File: src/rtl/vga_pkg.sv
// Shared encodings for the VGA pattern generator: mode values, RGB565 colours, pixel width.
package vga_pkg;

    localparam int unsigned PIX_W = 16;

    typedef enum logic [1:0] {
        MODE_BARS  = 2'd0,
        MODE_GRAD  = 2'd1,
        MODE_CHECK = 2'd2,
        MODE_BOX   = 2'd3
    } mode_e;

    localparam logic [PIX_W-1:0] WHITE   = 16'hFFFF;
    localparam logic [PIX_W-1:0] YELLOW  = 16'hFFE0;
    localparam logic [PIX_W-1:0] CYAN    = 16'h07FF;
    localparam logic [PIX_W-1:0] GREEN   = 16'h07E0;
    localparam logic [PIX_W-1:0] MAGENTA = 16'hF81F;
    localparam logic [PIX_W-1:0] RED     = 16'hF800;
    localparam logic [PIX_W-1:0] BLUE    = 16'h001F;
    localparam logic [PIX_W-1:0] BLACK   = 16'h0000;

    function automatic logic [PIX_W-1:0] bar_colour(input logic [2:0] idx);
        logic [PIX_W-1:0] c;
        unique case (idx)
            3'd0: c = WHITE;
            3'd1: c = YELLOW;
            3'd2: c = CYAN;
            3'd3: c = GREEN;
            3'd4: c = MAGENTA;
            3'd5: c = RED;
            3'd6: c = BLUE;
            3'd7: c = BLACK;
        endcase
        return c;
    endfunction

    function automatic mode_e next_mode(input mode_e m);
        return mode_e'(m + 2'd1);
    endfunction

endpackage

File: src/rtl/vga_pattern_gen_if.sv
// Pixel request/response bus between the timing controller (master) and the pattern source.
interface vga_pattern_gen_if;
    logic        Data_Req;
    logic [11:0] H_Addr;
    logic [11:0] V_Addr;
    logic        Frame_Start;
    logic        Mode_Hold;
    logic        Mode_Next;
    logic [15:0] Disp_Data;
    logic [1:0]  Mode;

    modport master (
        output Data_Req, H_Addr, V_Addr, Frame_Start, Mode_Hold, Mode_Next,
        input  Disp_Data, Mode
    );

    modport slave (
        input  Data_Req, H_Addr, V_Addr, Frame_Start, Mode_Hold, Mode_Next,
        output Disp_Data, Mode
    );
endinterface

File: src/rtl/vga_box_mover.sv
// Bouncing-box position and direction registers, stepped once per frame_start.
module vga_box_mover #(
    parameter int unsigned H_ACTIVE = 800,
    parameter int unsigned V_ACTIVE = 480,
    parameter int unsigned BOX_SIZE = 64,
    parameter int unsigned BOX_STEP = 2
) (
    input  logic        clk,
    input  logic        reset,
    input  logic        frame_start,
    output logic [11:0] box_x,
    output logic [11:0] box_y
);

    logic [11:0] x_q, x_d, y_q, y_d;
    logic        dx_q, dx_d, dy_q, dy_d;  // 1 = moving towards larger coordinates

    // A blocked move only flips direction; position holds for that frame.
    function automatic logic [12:0] step_axis(input logic [11:0] pos, input logic dir,
                                              input int unsigned limit);
        logic [11:0] p;
        logic        d;
        p = pos;
        d = dir;
        if (dir) begin
            if (32'(pos) + BOX_STEP + BOX_SIZE <= limit) p = pos + 12'(BOX_STEP);
            else d = 1'b0;
        end else begin
            if (32'(pos) >= BOX_STEP) p = pos - 12'(BOX_STEP);
            else d = 1'b1;
        end
        return {d, p};
    endfunction

    always_comb begin
        x_d  = x_q;
        dx_d = dx_q;
        y_d  = y_q;
        dy_d = dy_q;
        if (frame_start) begin
            {dx_d, x_d} = step_axis(x_q, dx_q, H_ACTIVE);
            {dy_d, y_d} = step_axis(y_q, dy_q, V_ACTIVE);
        end
    end

    always_ff @(posedge clk) begin
        if (reset) begin
            x_q  <= '0;
            y_q  <= '0;
            dx_q <= 1'b1;
            dy_q <= 1'b1;
        end else begin
            x_q  <= x_d;
            y_q  <= y_d;
            dx_q <= dx_d;
            dy_q <= dy_d;
        end
    end

    assign box_x = x_q;
    assign box_y = y_q;

endmodule

File: src/rtl/vga_pattern_gen.sv
// Test-pattern pixel source: mode FSM plus registered RGB565 pixel mux.
// Define VGA_PAT_BORDER_EN to draw a white one-pixel frame around the active area.
module vga_pattern_gen
    import vga_pkg::*;
#(
    parameter int unsigned H_ACTIVE    = 800,
    parameter int unsigned V_ACTIVE    = 480,
    parameter int unsigned MODE_FRAMES = 60,
    parameter int unsigned BOX_SIZE    = 64,
    parameter int unsigned BOX_STEP    = 2
) (
    input logic              Clk,
    input logic              Reset,
    vga_pattern_gen_if.slave bus
);

    localparam int unsigned CNT_W = (MODE_FRAMES > 1) ? $clog2(MODE_FRAMES) : 1;
    localparam int unsigned BAR_W = H_ACTIVE / 8;

    mode_e            mode_q, mode_d;
    logic [CNT_W-1:0] cnt_q, cnt_d;
    logic [PIX_W-1:0] disp_q, disp_d;
    logic [11:0]      box_x, box_y;
    logic [11:0]      h, v;

    assign h = bus.H_Addr;
    assign v = bus.V_Addr;

    vga_box_mover #(
        .H_ACTIVE (H_ACTIVE),
        .V_ACTIVE (V_ACTIVE),
        .BOX_SIZE (BOX_SIZE),
        .BOX_STEP (BOX_STEP)
    ) u_box (
        .clk         (Clk),
        .reset       (Reset),
        .frame_start (bus.Frame_Start),
        .box_x       (box_x),
        .box_y       (box_y)
    );

    // Mode_Next takes priority so a coincident rollover advances only once.
    always_comb begin
        mode_d = mode_q;
        cnt_d  = cnt_q;
        if (bus.Mode_Next) begin
            mode_d = next_mode(mode_q);
            cnt_d  = '0;
        end else if (bus.Frame_Start && !bus.Mode_Hold) begin
            if (cnt_q == CNT_W'(MODE_FRAMES - 1)) begin
                mode_d = next_mode(mode_q);
                cnt_d  = '0;
            end else begin
                cnt_d = cnt_q + 1'b1;
            end
        end
    end

    logic [2:0]       bar_idx;
    logic [4:0]       g;
    logic [PIX_W-1:0] grad_pix, check_pix, box_pix, pix;
    logic             pix_valid, box_hit;

    // First bar boundary the column falls below wins; remainder columns stay on bar 7.
    always_comb begin
        bar_idx = 3'd7;
        for (int unsigned i = 0; i < 7; i++) begin
            if (bar_idx == 3'd7 && 32'(h) < (i + 1) * BAR_W) bar_idx = 3'(i);
        end
    end

    assign g         = h[7:3];
    assign grad_pix  = {g, g, g[4], g};
    assign check_pix = (h[5] ^ v[5]) ? WHITE : BLACK;
    assign box_hit   = (h >= box_x) && (32'(h) < 32'(box_x) + BOX_SIZE) &&
                       (v >= box_y) && (32'(v) < 32'(box_y) + BOX_SIZE);
    assign box_pix   = box_hit ? RED : BLUE;
    assign pix_valid = bus.Data_Req && (32'(h) < H_ACTIVE) && (32'(v) < V_ACTIVE);

    always_comb begin
        pix = BLACK;
        unique case (mode_q)
            MODE_BARS:  pix = bar_colour(bar_idx);
            MODE_GRAD:  pix = grad_pix;
            MODE_CHECK: pix = check_pix;
            MODE_BOX:   pix = box_pix;
        endcase
`ifdef VGA_PAT_BORDER_EN
        if (h == 12'd0 || 32'(h) == H_ACTIVE - 1 || v == 12'd0 || 32'(v) == V_ACTIVE - 1) begin
            pix = WHITE;
        end
`endif
        disp_d = pix_valid ? pix : BLACK;
    end

    always_ff @(posedge Clk) begin
        if (Reset) begin
            mode_q <= MODE_BARS;
            cnt_q  <= '0;
            disp_q <= BLACK;
        end else begin
            mode_q <= mode_d;
            cnt_q  <= cnt_d;
            disp_q <= disp_d;
        end
    end

    assign bus.Disp_Data = disp_q;
    assign bus.Mode      = mode_q;

endmodule

File: src/flat_wrapper.sv
// flat-port wrapper written by rule: the top's interface ports become plain ports
module vga_pattern_gen_flat import vga_pkg::*;
#(
    parameter int unsigned H_ACTIVE    = 800,
    parameter int unsigned V_ACTIVE    = 480,
    parameter int unsigned MODE_FRAMES = 60,
    parameter int unsigned BOX_SIZE    = 64,
    parameter int unsigned BOX_STEP    = 2
)
  (Clk, Reset, bus_Data_Req, bus_H_Addr, bus_V_Addr, bus_Frame_Start, bus_Mode_Hold, bus_Mode_Next, bus_Disp_Data, bus_Mode);
  vga_pattern_gen_if bus_i ();
  input logic Clk;
  input logic Reset;
  input wire logic [$bits(bus_i.Data_Req)-1:0] bus_Data_Req;
  input wire logic [$bits(bus_i.H_Addr)-1:0] bus_H_Addr;
  input wire logic [$bits(bus_i.V_Addr)-1:0] bus_V_Addr;
  input wire logic [$bits(bus_i.Frame_Start)-1:0] bus_Frame_Start;
  input wire logic [$bits(bus_i.Mode_Hold)-1:0] bus_Mode_Hold;
  input wire logic [$bits(bus_i.Mode_Next)-1:0] bus_Mode_Next;
  output wire logic [$bits(bus_i.Disp_Data)-1:0] bus_Disp_Data;
  output wire logic [$bits(bus_i.Mode)-1:0] bus_Mode;
  assign bus_i.Data_Req = bus_Data_Req;
  assign bus_i.H_Addr = bus_H_Addr;
  assign bus_i.V_Addr = bus_V_Addr;
  assign bus_i.Frame_Start = bus_Frame_Start;
  assign bus_i.Mode_Hold = bus_Mode_Hold;
  assign bus_i.Mode_Next = bus_Mode_Next;
  assign bus_Disp_Data = bus_i.Disp_Data;
  assign bus_Mode = bus_i.Mode;
  vga_pattern_gen #(.H_ACTIVE(H_ACTIVE), .V_ACTIVE(V_ACTIVE), .MODE_FRAMES(MODE_FRAMES), .BOX_SIZE(BOX_SIZE), .BOX_STEP(BOX_STEP)) u_core (.Clk(Clk), .Reset(Reset), .bus(bus_i));
endmodule
File: config.mk
export PLATFORM = sky130hd
export DESIGN_NAME = vga_pattern_gen_flat
export DESIGN_NICKNAME = d
export VERILOG_FILES = /design/src/rtl/vga_pkg.sv /design/src/rtl/vga_pattern_gen_if.sv /design/src/rtl/vga_box_mover.sv /design/src/rtl/vga_pattern_gen.sv /design/src/flat_wrapper.sv
export SDC_FILE = /design/constraint.sdc
export NUM_CORES = 1
export LEC_CHECK = 0
export CORE_AREA = 2 2 110 80
export CTS_BUF_LIST = sky130_fd_sc_hd__clkbuf_4
export CTS_CLUSTER_DIAMETER = 80
export DETAILED_ROUTE_END_ITERATION = 7
export DIE_AREA = 0 0 112 82
export PLACE_DENSITY = 0.75
export SLEW_MARGIN = 20
export SYNTH_ARGS = -nofsm -noshare
export SYNTH_HDL_FRONTEND = slang
export SYNTH_HIERARCHICAL = 1
export SYNTH_SLANG_ARGS = --single-unit
File: constraint.sdc
create_clock -name Clk -period 3.9 [get_ports Clk]
set_clock_uncertainty 0.05 [all_clocks]
set_input_delay 0.78 -clock Clk [delete_from_list [all_inputs] [get_ports Clk]]
set_output_delay 0.78 -clock Clk [all_outputs]
set_load 0.05 [all_outputs]
### Yosys cells after proc, flatten, opt, wreduce, memory -nomap -nowiden

Memories as Yosys holds them, arrays and structs flattened.
Index checks and enable logic that the tools add are counted.

| storage, ports and cells | value |
|---|---|
| flip-flop bits (word level) | 50 |
| ROM bits | 128 |
| output and inout port bits | 18 |
| memories kept | 1 |

Memories:

| name | depth | width | read ports | clocked after memory_dff | wr ports | RTL line | RTL |
|---|---|---|---|---|---|---|---|
| (no name shown) | 8 | 16 | 1 | 0 | 0 | vga_pkg.sv:24 | `unique case (idx)` |

| operators by class | value |
|---|---|
| $add $sub $neg | 12 |
| order comparisons | 17 |
| equality and inequality tests | 12 |
| multiplexer cells | 26 |
| bitwise operators | 2 |
| reductions and logical operators | 23 |

Operators by type and width:

| kind | number |
|---|---|
| $mux 12 | 6 |
| $lt 12x32->1 | 2 |
| $pmux 16 s4 | 1 |
| $lt 12x9->1 const B | 4 |
| $lt 12x10->1 const B | 3 |
| $add 32x7->32 const B | 1 |
| $le 32x10->1 const B | 1 |
| $mux 16 | 2 |
| $add 12x2->13 const B | 2 |
| $add 12x7->13 const B | 2 |
| $add 12x2->12 const B | 2 |
| $ge 12x12->1 | 2 |
| $ge 12x2->1 const B | 2 |
| $sub 12x2->12 const B | 2 |
| $mux 3 | 7 |
| $eq 3x3->1 const B | 6 |
| $add 13x7->14 const B | 1 |
| $le 14x9->1 const B | 1 |
| $logic_and 1x1->1 | 12 |
| $lt 12x7->1 const B | 1 |
| $lt 12x8->1 const B | 1 |
| $reduce_bool 2->1 | 4 |
| $add 6x1->6 const B | 1 |
| $eq 6x6->1 const B | 1 |
| other kinds (14) | 25 |

### Logic depth before layout (Yosys ltp)

Gate-level depths: netlist of run 1.
An unclocked memory read counts as a cell.

| depth | value |
|---|---|
| word-level depth | 22 |
| mapped depth | 13 |

### Hierarchy

The synthesis of run 1 kept the hierarchy.

Modules (own cells, without submodules):

| module | times used | cells an instance | area an instance (µm²) | sequential area each (µm²) |
|---|---|---|---|---|
| vga_pattern_gen | 1 | 278 | 2219.6 | 460.4 |
| vga_box_mover | 1 | 291 | 2160.8 | 480.5 |

### Worst setup path after synthesis of run 1

Ideal clock, no wire load.

| timing | value |
|---|---|
| path kind | flip-flop to flip-flop |
| from | register u_core.u_box.y_q[1], in the netlist u_core/u_box/box_y[1] |
| to | register u_core.u_box.y_q[9], in the netlist u_core/u_box/box_y[9] |
| data arrival time | 2.896 ns |
| data required time | 3.727 ns |
| slack | 0.831 ns |
| stages on the path, launching flop included | 14 |
| period minus slack after synthesis | 3.069 ns |
| cells stage by stage | dfxtp_1 -> ha_1 -> and3_1 -> nand3_1 -> xnor2_1 -> ha_1 -> and3_1 -> and3_1 -> o22ai_1 -> a211oi_2 -> a21oi_2 -> buf_6 -> a21oi_1 -> mux2_1 |

| between the ends | value |
|---|---|
| longest elaborated chain between the ends | 5 |

Ends and longest elaborated chain:

| element | RTL line | RTL |
|---|---|---|
| start, declared | vga_box_mover.sv:15 | `logic [11:0] x_q, x_d, y_q, y_d;` |
| start signal, assigned | vga_box_mover.sv:54 | `y_q <= y_d;` |
| $add 12x2->13 | vga_box_mover.sv:26 | `if (32'(pos) + BOX_STEP + BOX_SIZE <= limit) p = pos + 12'(BOX_STEP);` |
| $add 13x7->14 | vga_box_mover.sv:26 |  |
| $le 14x9->1 | vga_box_mover.sv:26 |  |
| $ne 2x1->1 (no source line) | -- |  |
| $reduce_and 3->1 (no source line) | -- |  |

Parallel ways exist; a longest one is shown, timed or not. The select of a mux whose other input is x is not followed.
A chain may end at the register's enable or synchronous reset.

### Final worst setup path of run 1

| timing | value |
|---|---|
| from | register u_core.u_box.y_q[3], in the netlist u_core/u_box/box_y[3] |
| to | register u_core.u_box.y_q[9], in the netlist u_core/u_box/box_y[9] |

The elaborated chain is that of the path after synthesis.

==> impl_metrics.json, run 1 <==
{
  "grt.total_usage_pct": 24.07,
  "ys.flop_type": "dfxtp_1",
  "io_pins": 48,
  "die_area_mm2": 0.009184,
  "status": "complete, no violations",
  "drcViolationCount": 0,
  "min_period_ns": 3.368,
  "postLayoutCoreUtil_pct": 60.79,
  "setup_slack_ns": 0.5322,
  "pwr-share-seq_pct": 49.7,
  "ctsHoldBuffers": 0,
  "grt_pass1_vias": 3988,
  "drt_iter0_drc": 328,
  "cts_tree": "done",
  "grt_overflow": 0,
  "final_cell_mix": "ha_1 (52), a21oi_1 (51), clkdlybuf4s50_1 (47), dfxtp_1 (47), nor2_1 (43)",
  "p_sw_share_pct": 33.56,
  "wl_per_cell_um": 15.40,
  "yosys_warnings": 6,
  "synth.cell_area_mm2": 0.004380,
  "io_buffers": 47,
  "core_mm2": 0.008198,
  "vias": 4370,
  "slew_violations": 0,
  "fp-row-count": 28,
  "grt.met3_usage_pct": 4.797,
  "clock-sinks": 47,
  "grt_setup_unrepaired": "no",
  "syn_avg_cell_area_um2": 7.699,
  "cp.arrival_ns": 3.61,
  "antenna_found_initial": 0,
  "power_density_mw_per_mm2": 201.5,
  "end_kind": "flop",
  "hold_slack_ns": 0.5048,
  "cts_inserted_buffers": 5,
  "postRouteAntennaNets": 0,
  "grt_pass1_wl_um": 18410,
  "drt_pass1_iterations": 5,
  "synth-edff-count": 0,
  "worst_skew_pair.late_latency_ns": 0.39,
  "yosysUniqueCellTypes": 84,
  "grt_util_met2_pct": 38.42,
  "ys_ff_latch": 47,
  "mostFrequentLayoutCell": "ha_1",
  "syn_inst": 569,
  "min_period_over_period_pct": 86.35,
  "clk_pin_slew_ns": 0.16,
  "setup-violations-final": 0,
  "viasPerCell": 6.103,
  "dpl.hpwl_um": 8417,
  "setup_tns_ns": 0,
  "critPathLaunchType": "flop",
  "finalHoldViolCount": 0,
  "seq_area_frac_synth_pct": 21.48,
  "wl_um": 11020,
  "internal_power_mw": 0.6673,
  "async_reset_ff_share_pct": 0,
  "worstSetupPathType": "reg2reg",
  "finish.instance_area_mm2": 0.004984,
  "cp_max_fo": 12,
  "ir_worst_vdd_v": 0.0001960,
  "initial_core_util_pct": 53.43,
  "n_antenna_cell": 0,
  "tightest_slew_ns": 0.6386,
  "worstHoldPathType": "reg2reg",
  "areaGrowthSynthToFinish_pct": 13.77,
  "whs_path_depth": 2,
  "cts_resized": 0,
  "required_ns": 4.15,
  "drive_gt1_share_pct": 5.728,
  "grt_max_degree": 40,
  "htreeDepth": 2,
  "die_y_um": 82,
  "postCtsSetupBuffers": 0,
  "power_leakage_nw": 1.858,
  "dp_slack_ns": 0.3688,
  "p_switching_mw": 0.3370,
  "cts_max_path_buffers": 2,
  "top_usage_layer": "met2",
  "clock_power_share_pct": 25.2,
  "slew_headroom_pct": 57.37,
  "cap_violations": 0,
  "combPwrFrac_pct": 25.1,
  "die_x_um": 112,
  "reg2reg_depth": 12,
  "clockRootBuffer": "clkbuf_4",
  "fmax_mhz": 296.9,
  "fin_nets": 692,
  "dpl-instance-area_mm2": 0.004926,
  "use_met1_pct": 33.86,
  "gp_congestion": 0.9487
}
metrics by stage:
step	cells	total power, mW
floorplan	570	0.6665
finish	716	1.004
global placement	708	0.7466
global route	716	1.053
detailed placement	708	0.7562
CTS	716	1.005
Yosys cell counts, types with 10 or more instances:
library cell | instances | area (um2)
a21oi_1 | 51 | 255.2
nand4_1 | 11 | 68.82
nor3_1 | 22 | 110.1
nand3_1 | 26 | 130.1
nor2b_1 | 10 | 62.56
nand2_1 | 41 | 153.9
a31oi_1 | 10 | 62.56
inv_1 | 41 | 153.9
and3_1 | 10 | 62.56
dfxtp_1 | 47 | 940.9
xnor2_1 | 17 | 148.9
ha_1 | 52 | 650.6
or3_1 | 13 | 81.33
nor2_1 | 43 | 161.4
o21ai_0 | 22 | 110.1
power groups by stage:
| stage | logic, mW | registers, mW | clock network, mW |
|---|---|---|---|
| floorplan | 0.152 | 0.515 | 0 |
| global placement | 0.238 | 0.509 | 0 |
| detailed placement | 0.247 | 0.510 | 0 |
| CTS | 0.249 | 0.499 | 0.257 |
| global route | 0.279 | 0.501 | 0.273 |
| finish | 0.252 | 0.499 | 0.253 |
kinds of logic after synthesis:
kind of cell | synth area share [%]
other | 0.08561
XOR/XNOR | 4.599
multiplexers | 2.942
buffers and inverters | 7.369
AO/OA/AOI/OAI | 22.62
flip-flops | 21.48
adder cells (fa/ha/maj) | 14.85
AND/OR/NAND/NOR | 26.05
final timing paths:
kind                                      start                                  to  slack, ns
max reg2reg  u_core/u_box/box_y[3]$_SDFFE_PP0P_  u_core/u_box/box_y[9]$_SDFFE_PP0P_       0.53
max          u_core/u_box/box_y[3]$_SDFFE_PP0P_  u_core/u_box/box_y[9]$_SDFFE_PP0P_       0.53
min                u_core/cnt_q[5]$_SDFFE_PP0P_        u_core/cnt_q[5]$_SDFFE_PP0P_       0.50
min reg2reg        u_core/cnt_q[5]$_SDFFE_PP0P_        u_core/cnt_q[5]$_SDFFE_PP0P_       0.50
critical path: stages (launching register included):
cell	delay [ns]
dfxtp_1	0.57
and3_1	0.35
nand3_1	0.13
xnor2_1	0.41
ha_1	0.28
xor2_1	0.20
nand3_1	0.11
and4b_1	0.22
a211oi_2	0.21
a21oi_2	0.09
buf_4	0.16
a21oi_1	0.15
mux2_1	0.34
registers in the layout, summed over array words and instances (netlist names):
signal and cells:
u_core/bus.Disp_Data 15, u_core/u_box/box_x 11, u_core/u_box/box_y 11, u_core/cnt_q 6, u_core/bus.Mode 2, u_core/u_box/dx_q 1
u_core/u_box/dy_q 1
per-layer routing:
layer	vias to the layer above	wire length, um
met5	-	0
met4	0	136
met3	22	803
met2	166	4700
met1	2021	5382
li1	2161	-
final cells by class:
class                           instances  area, um2
Tap cell                              105      131.4
Clock inverter                          3      20.02
Multi-Input combinational cell        452       3120
Timing Repair Buffer                   60      568.0
Clock buffer                            5      37.54
Inverter                               44      165.2
Fill cell                             754       3214
Sequential cell                        47      940.9
Power figures use the tool's default switching activity.
==> run 2: changes to the inputs <==
CORE_AREA = 2 2 129 93   (was 2 2 110 80)
DIE_AREA = 0 0 131 95   (was 0 0 112 82)
PLACE_DENSITY = 0.57   (was 0.75)
==> run 2 against run 1 <==
Against the previous run:
- sequential cell count stayed put
- largest power group unchanged
- non-clock buffer count is 1 higher
- critical endpoint unchanged
- clock-buffer cell count stayed put
- critical path type unchanged
- critical path depth stayed put
- power is 0.30% lower
==> impl_metrics.json, run 2 (synthesis gave the netlist of run 1 again) <==
{
  "status": "complete, no violations",
  "ctsHoldBuffers": 0,
  "setup.reg_to_reg.worst_slack_ns": 0.61,
  "required_ns": 4.13,
  "setup_tns_ns": 0,
  "grt.total_usage_pct": 18.59,
  "worstSetupPathType": "reg2reg",
  "dp_slack_ns": 0.3335,
  "reg2reg_depth": 12,
  "drt_iter0_drc": 263,
  "n_fill_cell": 1120,
  "largest_reg_flops": 15,
  "worst_skew_pair.late_latency_ns": 0.39,
  "mostFrequentLayoutCell": "ha_1",
  "cp.arrival_ns": 3.52,
  "die_area_mm2": 0.01245,
  "end_kind": "flop",
  "r2r_end": "u_core/u_box/box_y[9]$_SDFFE_PP0P_",
  "htreeDepth": 2,
  "cts_max_path_buffers": 2,
  "combPwrFrac_pct": 25.0,
  "finalHoldViolCount": 0,
  "n_antenna_cell": 0,
  "grt_pass1_wl_um": 18600,
  "pwr-share-seq_pct": 49.9,
  "drcViolationCount": 0,
  "slew_violations": 0,
  "io_buffers": 47,
  "whs_path_depth": 2,
  "grt_max_degree": 40,
  "clk_pin_slew_ns": 0.15,
  "wl_um": 11030,
  "fp-row-count": 33,
  "hold_start": "u_core/u_box/box_y[10]$_SDFFE_PP0P_",
  "cts_tree": "done",
  "die_y_um": 95,
  "slew_headroom_pct": 58.83,
  "setup_slack_ns": 0.6143,
  "ir_worst_vdd_v": 0.0001062,
  "core_mm2": 0.01135,
  "layout.cells.non_filler": 769,
  "drive_gt1_share_pct": 6.046,
  "dp_cells": 761,
  "dpl.hpwl_um": 8747,
  "tightest_slew_ns": 0.6168,
  "worstHoldPathType": "reg2reg",
  "setup-violations-final": 0,
  "min_period_over_period_pct": 84.25,
  "clock_power_share_pct": 25.1,
  "postRouteAntennaNets": 0,
  "p_switching_mw": 0.3316,
  "p_sw_share_pct": 33.11,
  "postCtsSetupBuffers": 0,
  "die_x_um": 131,
  "cts_inserted_buffers": 5,
  "power_density_mw_per_mm2": 197.9,
  "cts_resized": 0,
  "grt_setup_unrepaired": "no",
  "postLayoutCoreUtil_pct": 44.56,
  "final_cell_mix": "ha_1 (52), a21oi_1 (51), clkdlybuf4s50_1 (47), dfxtp_1 (47), nor2_1 (43)",
  "wl_per_cell_um": 14.34,
  "viasPerCell": 5.506,
  "fmax_mhz": 304.3,
  "min_period_ns": 3.286,
  "power_leakage_nw": 1.862,
  "critPathLaunchType": "flop",
  "grt_pass1_vias": 3822,
  "io_pins": 48,
  "clock-sinks": 47,
  "cp_max_fo": 12,
  "min_delay_worst_endpoint": "u_core/u_box/box_y[10]$_SDFFE_PP0P_",
  "areaGrowthSynthToFinish_pct": 15.51,
  "grt_overflow": 0,
  "drt_pass1_iterations": 5,
  "clockRootBuffer": "clkbuf_4",
  "cap_violations": 0,
  "antenna_found_initial": 0,
  "gp_congestion": 0.8630,
  "internal_power_mw": 0.6697,
  "vias": 4234,
  "fin_nets": 693,
  "hold_slack_ns": 0.4925,
  "initial_core_util_pct": 38.58,
  "rr_startpoint": "u_core/u_box/box_y[3]$_SDFFE_PP0P_"
}
## run 2: changes by cell type in the layout (fill, tap and decap cells not counted), sizes merged
| cell | before | now |
|---|---|---|
| clkinv | 3 | 1 |
| buf | 13 | 14 |
| inv | 43 | 44 |
| clkinvlp | 1 | 2 |
## run 2: critical path: stages (launching register included)
cell and delay, ns:
dfxtp_1 0.58, and3_1 0.35, nand3_1 0.13, xnor2_1 0.38, ha_1 0.27, xor2_1 0.20, nand3_1 0.09, and4b_1 0.21
a211oi_2 0.22, a21oi_2 0.09, buf_4 0.16, a21oi_1 0.14, mux2_1 0.33
## run 2: power by group through the flow
stage                     clock [mW]  sequential (mW)  combinational [mW]
final                          0.252            0.500               0.250
after global routing           0.283            0.502               0.282
after CTS                      0.265            0.500               0.249
after detailed placement           0            0.510               0.247
after global placement             0            0.510               0.245
after floorplan                    0            0.515               0.152
## run 2: worst max path at each step
stage	startpoint	endpoint	slack (ns)	depth (start not counted)
floorplan	u_core/u_box/box_y[1]$_SDFFE_PP0P_	u_core/u_box/box_y[9]$_SDFFE_PP0P_	0.83	13
global placement	bus_H_Addr[7]	u_core/bus.Disp_Data[13]$_SDFF_PP0_	0.44	9
detailed placement	bus_H_Addr[9]	u_core/bus.Disp_Data[13]$_SDFF_PP0_	0.33	9
CTS	u_core/u_box/box_x[8]$_SDFFE_PP0P_	u_core/bus.Disp_Data[13]$_SDFF_PP0_	0.63	11
global route	u_core/u_box/box_x[8]$_SDFFE_PP0P_	u_core/bus.Disp_Data[13]$_SDFF_PP0_	0.28	11
finish	u_core/u_box/box_y[3]$_SDFFE_PP0P_	u_core/u_box/box_y[9]$_SDFFE_PP0P_	0.61	12
## run 2: layout make-up
class,instances,area [um2],share of cell area [%]
multi-input combinational,452,3120,61.67
sequential,47,940.9,18.60
timing repair buffer,61,575.6,11.37
tap,157,196.4,3.882
inverter,44,165.2,3.264
clock buffer,5,37.54,0.7418
clock inverter,3,23.77,0.4698
## run 2: routing by layer
layer	wire length [um]	vias to the layer above	global-route usage (%)
met5	0	-	0
met4	155	0	4.876
met3	551	13	3.399
met2	4381	115	27.03
met1	5944	1938	27.88
li1	-	2168	-
## run 2: through the flow
stage	power (mW)	cell area, um2
2_1_floorplan	0.6665	4384
3_3_place_gp	0.7543	4999
3_5_place_dp	0.7575	4999
4_1_cts	1.014	5060
5_1_grt	1.067	5060
6_report	1.001	5060
